### config.mk
export PLATFORM = sky130hd
export DESIGN_NAME = ex4_sum_accum
export DESIGN_NICKNAME = d
export VERILOG_FILES = /design/src/rtl/ex4_sum_accum.sv
export SDC_FILE = /design/constraint.sdc
export NUM_CORES = 1
export LEC_CHECK = 0
export BUFFER_PORTS_ARGS = -buffer_cell sky130_fd_sc_hd__buf_2
export CORE_MARGIN = 5
export CORE_UTILIZATION = 45
export CTS_CLUSTER_DIAMETER = 100
export CTS_CLUSTER_SIZE = 16
export DETAILED_ROUTE_END_ITERATION = 16
export PLACE_DENSITY_LB_ADDON = 0.12
export SYNTH_ARGS = -nofsm -noshare
export SYNTH_HDL_FRONTEND = slang
export SYNTH_SLANG_ARGS = --single-unit
export TNS_END_PERCENT = 50
### constraint.sdc
create_clock -name clk -period 2.4 [get_ports clk]
set_input_delay 0.72 -clock clk [delete_from_list [all_inputs] [get_ports clk]]
set_output_delay 0.72 -clock clk [all_outputs]
set_load 0.1 [all_outputs]
### src/rtl/ex4_sum_accum.sv
// Windowed accumulator behind the four-operand adder: sums 2^N_LOG2 samples per block
// and presents the saturated total, truncated average and sticky saturation flag.
module ex4_sum_accum #(
  parameter int IN_W   = 6,
  parameter int ACC_W  = 8,
  parameter int N_LOG2 = 2
) (
  input  logic              clk,
  input  logic              rst,
  input  logic              clear,
  input  logic [IN_W-1:0]   in_sum,
  input  logic              in_valid,
  output logic              in_ready,
  output logic [ACC_W-1:0]  out_sum,
  output logic [ACC_W-1:0]  out_avg,
  output logic              out_sat,
  output logic              out_valid,
  input  logic              out_ready,
  output logic [N_LOG2-1:0] sample_cnt
);

  localparam logic [0:0]        ST_ACC   = 1'b0;
  localparam logic [0:0]        ST_DONE  = 1'b1;
  localparam logic [N_LOG2-1:0] CNT_LAST = {N_LOG2{1'b1}};
  localparam logic [N_LOG2-1:0] CNT_ONE  = N_LOG2'(1);
  localparam logic [ACC_W-1:0]  ACC_MAX  = {ACC_W{1'b1}};

  logic [0:0]        state_q, state_d;
  logic [ACC_W-1:0]  acc_q, acc_d;
  logic [N_LOG2-1:0] cnt_q, cnt_d;
  logic              sat_q, sat_d;
  logic              out_valid_q, out_valid_d;
  logic [ACC_W-1:0]  out_sum_q, out_sum_d;
  logic [ACC_W-1:0]  out_avg_q, out_avg_d;
  logic              out_sat_q, out_sat_d;

  logic [ACC_W:0]    add_wide;
  logic              add_sat;
  logic [ACC_W-1:0]  acc_next;

  // One extra bit of headroom makes the overflow test a plain compare.
  always_comb begin
    add_wide = {1'b0, acc_q} + {{(ACC_W + 1 - IN_W){1'b0}}, in_sum};
    add_sat  = (add_wide > {1'b0, ACC_MAX});
    if (add_sat) begin
      acc_next = ACC_MAX;
    end else begin
      acc_next = add_wide[ACC_W-1:0];
    end
  end

  always_comb begin
    state_d     = state_q;
    acc_d       = acc_q;
    cnt_d       = cnt_q;
    sat_d       = sat_q;
    out_valid_d = out_valid_q;
    out_sum_d   = out_sum_q;
    out_avg_d   = out_avg_q;
    out_sat_d   = out_sat_q;
    case (state_q)
      ST_ACC: begin
        if (in_valid) begin
          if (cnt_q == CNT_LAST) begin
            out_sum_d   = acc_next;
            out_avg_d   = acc_next >> N_LOG2;
            out_sat_d   = sat_q | add_sat;
            out_valid_d = 1'b1;
            acc_d       = {ACC_W{1'b0}};
            cnt_d       = {N_LOG2{1'b0}};
            sat_d       = 1'b0;
            state_d     = ST_DONE;
          end else begin
            acc_d = acc_next;
            cnt_d = cnt_q + CNT_ONE;
            sat_d = sat_q | add_sat;
          end
        end else begin
          state_d = ST_ACC;
        end
      end
      ST_DONE: begin
        // Results stay on out_* after the handshake; only the valid flag drops.
        if (out_ready) begin
          out_valid_d = 1'b0;
          state_d     = ST_ACC;
        end else begin
          state_d = ST_DONE;
        end
      end
      default: begin
        state_d     = ST_ACC;
        out_valid_d = 1'b0;
      end
    endcase
  end

  always_ff @(posedge clk) begin
    if (rst || clear) begin
      state_q     <= ST_ACC;
      acc_q       <= {ACC_W{1'b0}};
      cnt_q       <= {N_LOG2{1'b0}};
      sat_q       <= 1'b0;
      out_valid_q <= 1'b0;
      out_sum_q   <= {ACC_W{1'b0}};
      out_avg_q   <= {ACC_W{1'b0}};
      out_sat_q   <= 1'b0;
    end else begin
      state_q     <= state_d;
      acc_q       <= acc_d;
      cnt_q       <= cnt_d;
      sat_q       <= sat_d;
      out_valid_q <= out_valid_d;
      out_sum_q   <= out_sum_d;
      out_avg_q   <= out_avg_d;
      out_sat_q   <= out_sat_d;
    end
  end

  assign in_ready   = (state_q == ST_ACC);
  assign out_sum    = out_sum_q;
  assign out_avg    = out_avg_q;
  assign out_sat    = out_sat_q;
  assign out_valid  = out_valid_q;
  assign sample_cnt = cnt_q;

endmodule
==> results of run 1 <==
tightest hold or removal path, cell delays in order, from the launching register on:
cell     delay, ps
dfxtp_1        340
nand2_1         60
nand2_1         40
layer usage:
| metal | GRT usage, % | up-vias | routed length [um] |
|---|---|---|---|
| met1 | 22.15 | 538 | 1295 |
| met3 | 4.612 | 8 | 194 |
| met5 | 0 | - | 0 |
| li1 | - | 571 | - |
| met4 | 6.970 | 0 | 92 |
| met2 | 28.70 | 36 | 1341 |
layout make-up:
class	count	area, um2	share of cell area (%)
Timing Repair Buffer	36	197.7	14.29
Sequential cell	22	440.4	31.83
Tap cell	30	37.54	2.712
Clock buffer	3	22.52	1.627
Inverter	2	7.507	0.5425
Multi-Input combinational cell	115	678.2	49.01
sequential cells by signal, indices dropped and copies added, names as in the netlist:
name and cells:
acc_q 8, out_sat 1, out_sum 8, out_valid 1, sample_cnt 2, sat_q 1
state_q 1
Yosys cell counts, types with 7 or more instances:
cell,count
buf_4,8
nor2_1,17
nand2_1,19
dfxtp_1,22
a21oi_1,16
nor3_1,8
o21ai_0,14
ha_1,7
placed cells by master (no fill, tap or decap), types with 2 or more instances in the layout:
cell type | Yosys | final
o211ai_1 | 2 | 2
nor2_1 | 17 | 17
ha_1 | 7 | 7
nor3_1 | 8 | 8
nand2b_1 | 2 | 2
buf_2 | 0 | 29
inv_1 | 2 | 2
o21ai_1 | 2 | 2
o21ai_0 | 14 | 14
clkbuf_4 | 0 | 3
a21oi_1 | 16 | 16
dfxtp_1 | 22 | 22
conb_1 | 1 | 2
nand2_1 | 19 | 19
nand3_1 | 2 | 2
xnor2_1 | 2 | 2
a21o_1 | 2 | 2
buf_4 | 8 | 7
nor3_2 | 2 | 2
cells by family (layout without fill, tap and decap cells):
group	after synthesis	after routing	synth area share [%]
buffers and inverters	12	41	6.897
AOI/OAI and AO/OA	43	43	21.11
DFF	22	22	36.78
other	1	2	0.3132
and+or+nand+nor	59	59	23.72
xor gates and xnor gates	3	3	2.195
adders and majority gates	8	8	8.986
stage by stage:
| step | instances | util (%) | hold WS (ps) | cell area, um2 |
|---|---|---|---|---|
| 4_1_cts | 208 | 54.86 | 467.0 | 1384 |
| 5_1_grt | 208 | 54.86 | 479.6 | 1384 |
| 3_5_place_dp | 205 | 53.97 | 448.5 | 1361 |
| 6_report | 208 | 54.86 | 464.1 | 1384 |
| 3_3_place_gp | 205 | 53.97 | 437.9 | 1361 |
| 2_1_floorplan | 149 | - | 426.2 | 1201 |
worst min path at each step:
| stage | to | slack (ps) | start |
|---|---|---|---|
| after floorplan | acc_q[0]$_SDFFE_PP0P_ | 430 | acc_q[0]$_SDFFE_PP0P_ |
| after CTS | acc_q[3]$_SDFFE_PP0P_ | 470 | acc_q[3]$_SDFFE_PP0P_ |
| after detailed placement | acc_q[3]$_SDFFE_PP0P_ | 450 | acc_q[3]$_SDFFE_PP0P_ |
| after global placement | acc_q[0]$_SDFFE_PP0P_ | 440 | acc_q[0]$_SDFFE_PP0P_ |
| after global routing | out_valid$_SDFFE_PP0P_ | 480 | out_valid$_SDFFE_PP0P_ |
| final | acc_q[3]$_SDFFE_PP0P_ | 460 | acc_q[3]$_SDFFE_PP0P_ |
power by group through the flow:
stage / logic (mW) / clock network, mW / registers [mW]
6_report: 0.122 / 0.169 / 0.375
5_1_grt: 0.135 / 0.187 / 0.376
4_1_cts: 0.122 / 0.172 / 0.375
3_5_place_dp: 0.122 / 0 / 0.383
3_3_place_gp: 0.119 / 0 / 0.383
2_1_floorplan: 0.0849 / 0 / 0.390
==> summary.txt, run 1 <==
Run status
  – Status: finished, final reports clean

Clocking
  – CTS tree: built
  – Clk_lat worst skew: 310 ps
  – CTS H-tree depth: 1
  – Hold Buf Count CTS: 0
  – Post-CTS sizing: 0
  – Clk buf depth: 2
  – Total CTS buffers: 3
  – Number of post-CTS setup repair buffers: 0
  – Clock transition at path regs: 120 ps
  – Root Driver: clkbuf_4
  – CTS sink count: 22

Critical path
  – Critical Path Sink Type: register
  – Crit path to: out_sum[3]$_SDFFE_PP0P_
  – Crit path from: in_sum[0]
  – Critical path launch point type: input pin
  – FF-to-FF setup slack: 310 ps
  – Crit path buf inv count: 1
  – Critical path type: in2reg
  – R2R depth: 7
  – Critical R2R Launch: acc_q[0]$_SDFFE_PP0P_
  – WP depth: 8
  – CP Max Fanout: 9
  – Reg-to-reg endpoint: out_sum[3]$_SDFFE_PP0P_
  – CP delay by family, top: adder cells
  – Max incr delay on CP: 400 ps
  – Critical path, cell by cell: buf_2 -> ha_1 -> fa_1 -> a21o_1 -> a221oi_2 -> nor2_2 -> nor3_1 -> nor2_1
  – CP required: 2610 ps
  – Slowest CP cell: fa_1
  – WP data arrival: 2480 ps

Floorplan
  – Die area: 3793 um2
  – Initial Utilization: 47.47%
  – Die width: 61.59 um
  – Core ar.: 2522 um2
  – IO Count: 32
  – Std cell rows: 18
  – Die H: 61.59 um

Routing
  – Via Count: 1153
  – WL final: 2925 um
  – Wire per inst: 14.06 um
  – DRC Markers: 0
  – Iter 0 DRT Violations: 54
  – Vias/cell: 5.543
  – Antenna viol nets, final: 0
  – Drt pass-1 iters: 4

Timing
  – Final Max Slew Viols: 0
  – Final Setup Violations: 0
  – Final TNS setup: 0 ps
  – Worst clock skew: 1.991 ps
  – Setup WS post-layout: 129.5 ps
  – Max-slew headroom: 66.93%
  – Fin. Hold Viols: 0
  – Least-Margin Pin Slew: 493.4 ps
  – RSZ-0062 raised after global routing: no
  – Period utilization: 94.61%
  – Min Tclk post-route: 2271 ps
  – Fmax: 440.4 MHz

Place
  – Post-Place Worst Slack: -183.5 ps
  – Gpl congestion: 0.8039
  – Final HPWL DP: 2300 um
  – IO Port Bufs: 29

Power and ir drop
  – Power share of the combinational group: 18.3%
  – Internal power: 473.3 uW
  – Switching share of power: 29.02%
  – Max VDD drop: 0.4623 mV
  – Sequential Power Share: 56.2%
  – PD cells: 481.9 nW/um2
  – Pleak: 0.6397 nW
  – Power, Total: 666.8 uW
  – Clk pwr share: 25.4%
  – Net Sw Power: 193.5 uW

Synth
  – Synth top area cells: dfxtp_1 (37%), ha_1 (7.3%), a21oi_1 (6.7%)
  – Post-synth top area cell: dfxtp_1
  – #FFs+latches synth: 22
  – Syn_area_per_cell: 8.091 um2
  – Distinct cells, synth: 37
  – Synth warn: 0
  – Top_reg_cell synth: dfxtp_1
  – Post-synth EDFFs: 0
  – Mapped Cells: 148
  – Mapped Area: 1197 um2
  – Sequential fraction of the synthesis area: 36.78%
  – Share of the synthesized area in the top cell type: 36.78%
  – Ys async rst share: 0%

Finish
  – Share of cells above drive strength 1: 24.16%
  – Area delta synth->final: 15.57%
  – ANT cells: 0
  – Layout fillers: 268
  – # nets final: 199

Global route
  – Largest net degree at the start of global routing: 12
  – Initial antenna violation count: 0
  – Grt ovf: 0
  – Vias in the first global route: 1159
  – First-pass GRT wire length: 4995 um
  – Tot GR Track Use: 17.64%

Worst hold path
  – Hold Crit Class: reg2reg
  – Cell depth of the worst hold path: 2

Job
  – Max-Cap Viols: 0
Power figures use the tool's default switching activity.
==> run 2: changes to the inputs <==
==> constraint.sdc (replaced) <==
create_clock -name clk -period 2.4 [get_ports clk]
set_input_delay 0.48 -clock clk [delete_from_list [all_inputs] [get_ports clk]]
set_output_delay 0.48 -clock clk [all_outputs]
set_load 0.1 [all_outputs]
==> summary.txt, run 2 (same netlist as run 1, synthesis figures left out) <==
Run status
  – Status: finished, final reports clean

Worst hold path
  – Cell depth of the worst hold path: 3
  – Worst Hold Launch: out_ready
  – Worst Hold Endpoint: state_q$_SDFF_PP0_
  – Hold Crit Class: in2reg

Power and ir drop
  – Power, Total: 657.5 uW
  – Max VDD drop: 0.4033 mV
  – Pleak: 0.6096 nW
  – PD cells: 491.1 nW/um2

Clocking
  – Clk_lat worst skew: 300 ps
  – Number of post-CTS setup repair buffers: 0
  – Post-CTS sizing: 0
  – Hold Buf Count CTS: 0
  – Clock transition at path regs: 120 ps
  – Clk buf depth: 2
  – Root Driver: clkbuf_4
  – CTS H-tree depth: 1
  – CTS tree: built
  – Total CTS buffers: 3
  – CTS sink count: 22

Critical path
  – Critical path launch point type: register
  – CP Max Fanout: 9
  – FF-to-FF setup slack: 260 ps
  – Critical R2R Launch: acc_q[0]$_SDFFE_PP0P_
  – Critical Path Sink Type: register
  – Reg-to-reg endpoint: out_sum[3]$_SDFFE_PP0P_
  – R2R depth: 7
  – CP required: 2600 ps
  – WP data arrival: 2340 ps
  – Critical path type: reg2reg

Floorplan
  – Initial Utilization: 47.47%
  – IO Count: 32
  – Core ar.: 2522 um2
  – Std cell rows: 18
  – Die width: 61.59 um
  – Die H: 61.59 um
  – Die area: 3793 um2

Timing
  – Final Setup Violations: 0
  – RSZ-0062 raised after global routing: no
  – Final Max Slew Viols: 0
  – Worst clock skew: 3.192 ps
  – Fin. Hold Viols: 0
  – Max-slew headroom: 64.00%
  – Least-Margin Pin Slew: 536.8 ps
  – Period utilization: 89.00%
  – Final TNS setup: 0 ps
  – Fmax: 468.2 MHz
  – Min Tclk post-route: 2136 ps

Routing
  – Via Count: 1122
  – DRC Markers: 0
  – Antenna viol nets, final: 0
  – WL final: 2807 um
  – Drt pass-1 iters: 6
  – Iter 0 DRT Violations: 62
  – Vias/cell: 5.554
  – Wire per inst: 13.90 um

Global route
  – Tot GR Track Use: 16.32%
  – Largest net degree at the start of global routing: 13
  – Grt ovf: 0
  – Vias in the first global route: 1090
  – Initial antenna violation count: 0
  – First-pass GRT wire length: 4685 um

Finish
  – Area delta synth->final: 11.81%
  – ANT cells: 0
  – # nets final: 193
  – Share of cells above drive strength 1: 21.51%
  – Core Util, Final: 53.08%
  – Commonest non-fill, non-tap cells in the layout: buf_2 (29), dfxtp_1 (22), nand2_1 (19)
  – Commonest non-fill, non-tap cell in the layout: buf_2

Place
  – Final HPWL DP: 2203 um
  – Gpl congestion: 0.8020
  – IO Port Bufs: 29

Job
  – Max-Cap Viols: 0
[run 2: cell types whose count changed in the layout (fill, tap and decap cells not counted), sizes merged]
cell | before | now
buf | 36 | 30
[run 2: per-layer routing]
layer  vias up  GRT usage [%]  wire length (um)
li1        562              -                 -
met1       513          22.21              1250
met2        42          26.31              1328
met3         5          2.516               186
met4         0          5.455                40
met5         -              0                 0
[run 2: per-stage QoR]
step                      setup slack [ps]  hold slack, ps  instances  instance area (um2)
after floorplan                      249.7           426.2        149                 1201
after global placement               79.99           437.9        199                 1316
after detailed placement             2.406           441.3        199                 1316
after CTS                            268.8           428.6        202                 1339
after global routing                 88.56           436.7        202                 1339
final                                264.0           444.0        202                 1339
[run 2: final cells by class]
cell class                      count  area, um2
Tap cell                           30      37.54
Clock buffer                        3      22.52
Fill cell                         250       1184
Sequential cell                    22      440.4
Timing Repair Buffer               30      152.6
Inverter                            2      7.507
Multi-Input combinational cell    115      678.2
[run 2: worst max path at each step]
stage                                startpoint                       to  cells after the start
final                     acc_q[0]$_SDFFE_PP0P_  out_sum[3]$_SDFFE_PP0P_                      7
after global routing      acc_q[0]$_SDFFE_PP0P_  out_sum[3]$_SDFFE_PP0P_                      7
after CTS                 acc_q[0]$_SDFFE_PP0P_  out_sum[3]$_SDFFE_PP0P_                      7
after detailed placement              in_sum[0]  out_sum[3]$_SDFFE_PP0P_                      8
after global placement                in_sum[0]  out_sum[3]$_SDFFE_PP0P_                      8
after floorplan                       in_sum[0]  out_sum[5]$_SDFFE_PP0P_                      7
[run 2: worst max-delay path: stages (launching register included)]
cell      delay (ps)
dfxtp_1          330
ha_1             210
fa_1             400
a21o_1           250
a221oi_2         330
nor2_2           150
nor3_1           280
nor2_1            80
[run 2: power breakdown]
group	switching (mW)	leakage (nW)	internal, mW
sequential	0.00427	0.178	0.371
combinational	0.0773	0.418	0.0391
clock	0.107	0.0138	0.0586
total	0.189	0.610	0.469
==> run 3: changes to the inputs <==
--- a/config.mk
+++ b/config.mk
@@ -11,7 +11,7 @@
 export CTS_CLUSTER_DIAMETER = 100
 export CTS_CLUSTER_SIZE = 16
 export DETAILED_ROUTE_END_ITERATION = 16
-export PLACE_DENSITY_LB_ADDON = 0.12
+export PLACE_DENSITY = 0.73
 export SYNTH_ARGS = -nofsm -noshare
 export SYNTH_HDL_FRONTEND = slang
 export SYNTH_SLANG_ARGS = --single-unit
==> summary.txt, run 3 (same netlist as run 1, synthesis figures left out) <==
Run status
  – Status: finished, final reports clean

Floorplan
  – Die area: 3793 um2
  – Core ar.: 2522 um2
  – IO Count: 32
  – Die width: 61.59 um
  – Initial Utilization: 47.47%
  – Die H: 61.59 um
  – Std cell rows: 18

Critical path
  – Slowest CP cell: fa_1
  – Max incr delay on CP: 420 ps
  – Critical path launch point type: register
  – R2R depth: 7
  – Critical Path Sink Type: register
  – CP required: 2610 ps
  – CP Max Fanout: 9
  – Reg-to-reg endpoint: out_sum[5]$_SDFFE_PP0P_
  – Critical path type: reg2reg
  – Crit path buf inv count: 0
  – Critical path, cell by cell: ha_1 -> fa_1 -> a21o_1 -> a221oi_2 -> nor2_2 -> nor3_2 -> a21oi_1
  – WP data arrival: 2340 ps
  – FF-to-FF setup slack: 270 ps
  – WP depth: 7
  – Critical R2R Launch: acc_q[0]$_SDFFE_PP0P_
  – CP delay by family, top: compound AO/OA/AOI/OAI gates

Clocking
  – Total CTS buffers: 3
  – CTS H-tree depth: 1
  – CTS tree: built
  – Hold Buf Count CTS: 0
  – Post-CTS sizing: 0
  – Clock transition at path regs: 130 ps
  – Root Driver: clkbuf_4
  – CTS sink count: 22
  – Clk_lat worst skew: 320 ps
  – Clk buf depth: 2
  – Number of post-CTS setup repair buffers: 0

Power and ir drop
  – PD cells: 571.8 nW/um2
  – Pleak: 0.6238 nW
  – Power, Total: 782.6 uW
  – Max VDD drop: 0.5265 mV

Global route
  – Initial antenna violation count: 0
  – Tot GR Track Use: 15.52%
  – Largest net degree at the start of global routing: 14
  – Grt ovf: 0
  – Vias in the first global route: 1039
  – First-pass GRT wire length: 4429 um

Finish
  – ANT cells: 0
  – Commonest non-fill, non-tap cells in the layout: buf_2 (29), dfxtp_1 (22), nand2_1 (19)
  – Commonest non-fill, non-tap cell in the layout: buf_2
  – Share of cells above drive strength 1: 21.97%
  – # nets final: 193
  – Area delta synth->final: 14.32%

Timing
  – Fmax: 469.4 MHz
  – Least-Margin Pin Slew: 604.5 ps
  – Period utilization: 88.78%
  – Min Tclk post-route: 2131 ps
  – Max-slew headroom: 59.55%
  – Final TNS setup: 0 ps
  – Worst clock skew: 4.584 ps
  – Fin. Hold Viols: 0
  – RSZ-0062 raised after global routing: no
  – Min Hold Slack: 422.8 ps
  – Final Setup Violations: 0
  – Setup WS post-layout: 269.4 ps
  – Final Max Slew Viols: 0

Place
  – Final HPWL DP: 2176 um
  – IO Port Bufs: 29
  – Gpl congestion: 0.9187
  – Post-Place Worst Slack: 42.00 ps

Routing
  – WL final: 2796 um
  – Wire per inst: 13.77 um
  – Iter 0 DRT Violations: 22
  – Via Count: 1098
  – Vias/cell: 5.409
  – DRC Markers: 0
  – Drt pass-1 iters: 4
  – Antenna viol nets, final: 0

Worst hold path
  – Hold Crit Class: in2reg
  – Cell depth of the worst hold path: 3
  – Worst Hold Endpoint: state_q$_SDFF_PP0_
  – Worst Hold Launch: out_ready

Job
  – Max-Cap Viols: 0
## run 3: through the flow
| step | cells | cell area (um2) | util (%) |
|---|---|---|---|
| after global placement | 199 | 1316 | 52.18 |
| final | 203 | 1369 | 54.27 |
| after floorplan | 149 | 1201 | - |
| after global routing | 203 | 1369 | 54.27 |
| after CTS | 203 | 1369 | 54.27 |
| after detailed placement | 199 | 1316 | 52.18 |
## run 3: how the worst max path moves through the flow
| stage | startpoint | endpoint | slack [ps] |
|---|---|---|---|
| after global routing | acc_q[0]$_SDFFE_PP0P_ | out_sum[5]$_SDFFE_PP0P_ | 110 |
| after CTS | acc_q[0]$_SDFFE_PP0P_ | out_sum[5]$_SDFFE_PP0P_ | 280 |
| final | acc_q[0]$_SDFFE_PP0P_ | out_sum[5]$_SDFFE_PP0P_ | 270 |
| after floorplan | in_sum[0] | out_sum[5]$_SDFFE_PP0P_ | 250 |
| after global placement | in_sum[0] | out_sum[5]$_SDFFE_PP0P_ | 110 |
| after detailed placement | in_sum[0] | out_sum[5]$_SDFFE_PP0P_ | 40 |
## run 3: cell type report
cell class                 count  area (um2)
clock buffer                   3       22.52
timing repair buffer          30       152.6
multi-input combinational    115       678.2
clock inverter                 1       30.03
inverter                       2       7.507
sequential                    22       440.4
fill                         266        1154
tap                           30       37.54
## run 3: worst register-to-register path, cell delays in order, from the launching register on
cell	delay [ps]
dfxtp_1	350
ha_1	220
fa_1	420
a21o_1	240
a221oi_2	340
nor2_2	150
nor3_2	230
a21oi_1	90
## run 3: report_power, final
| group | internal, mW | total, mW | switching (mW) | leakage, nW |
|---|---|---|---|---|
| combinational | 0.0393 | 0.117 | 0.0774 | 0.418 |
| clock | 0.169 | 0.291 | 0.122 | 0.0279 |
| sequential | 0.371 | 0.375 | 0.00443 | 0.178 |
| total | 0.579 | 0.783 | 0.203 | 0.624 |
## run 3: per-layer routing
| metal | up-vias | global-route usage (%) | part of all wire, % |
|---|---|---|---|
| met5 | - | 0 | 0 |
| met4 | 0 | 5.455 | 1.1 |
| met3 | 5 | 3.145 | 5.4 |
| met2 | 30 | 27.06 | 50 |
| met1 | 502 | 18.79 | 43 |
| li1 | 561 | - | - |
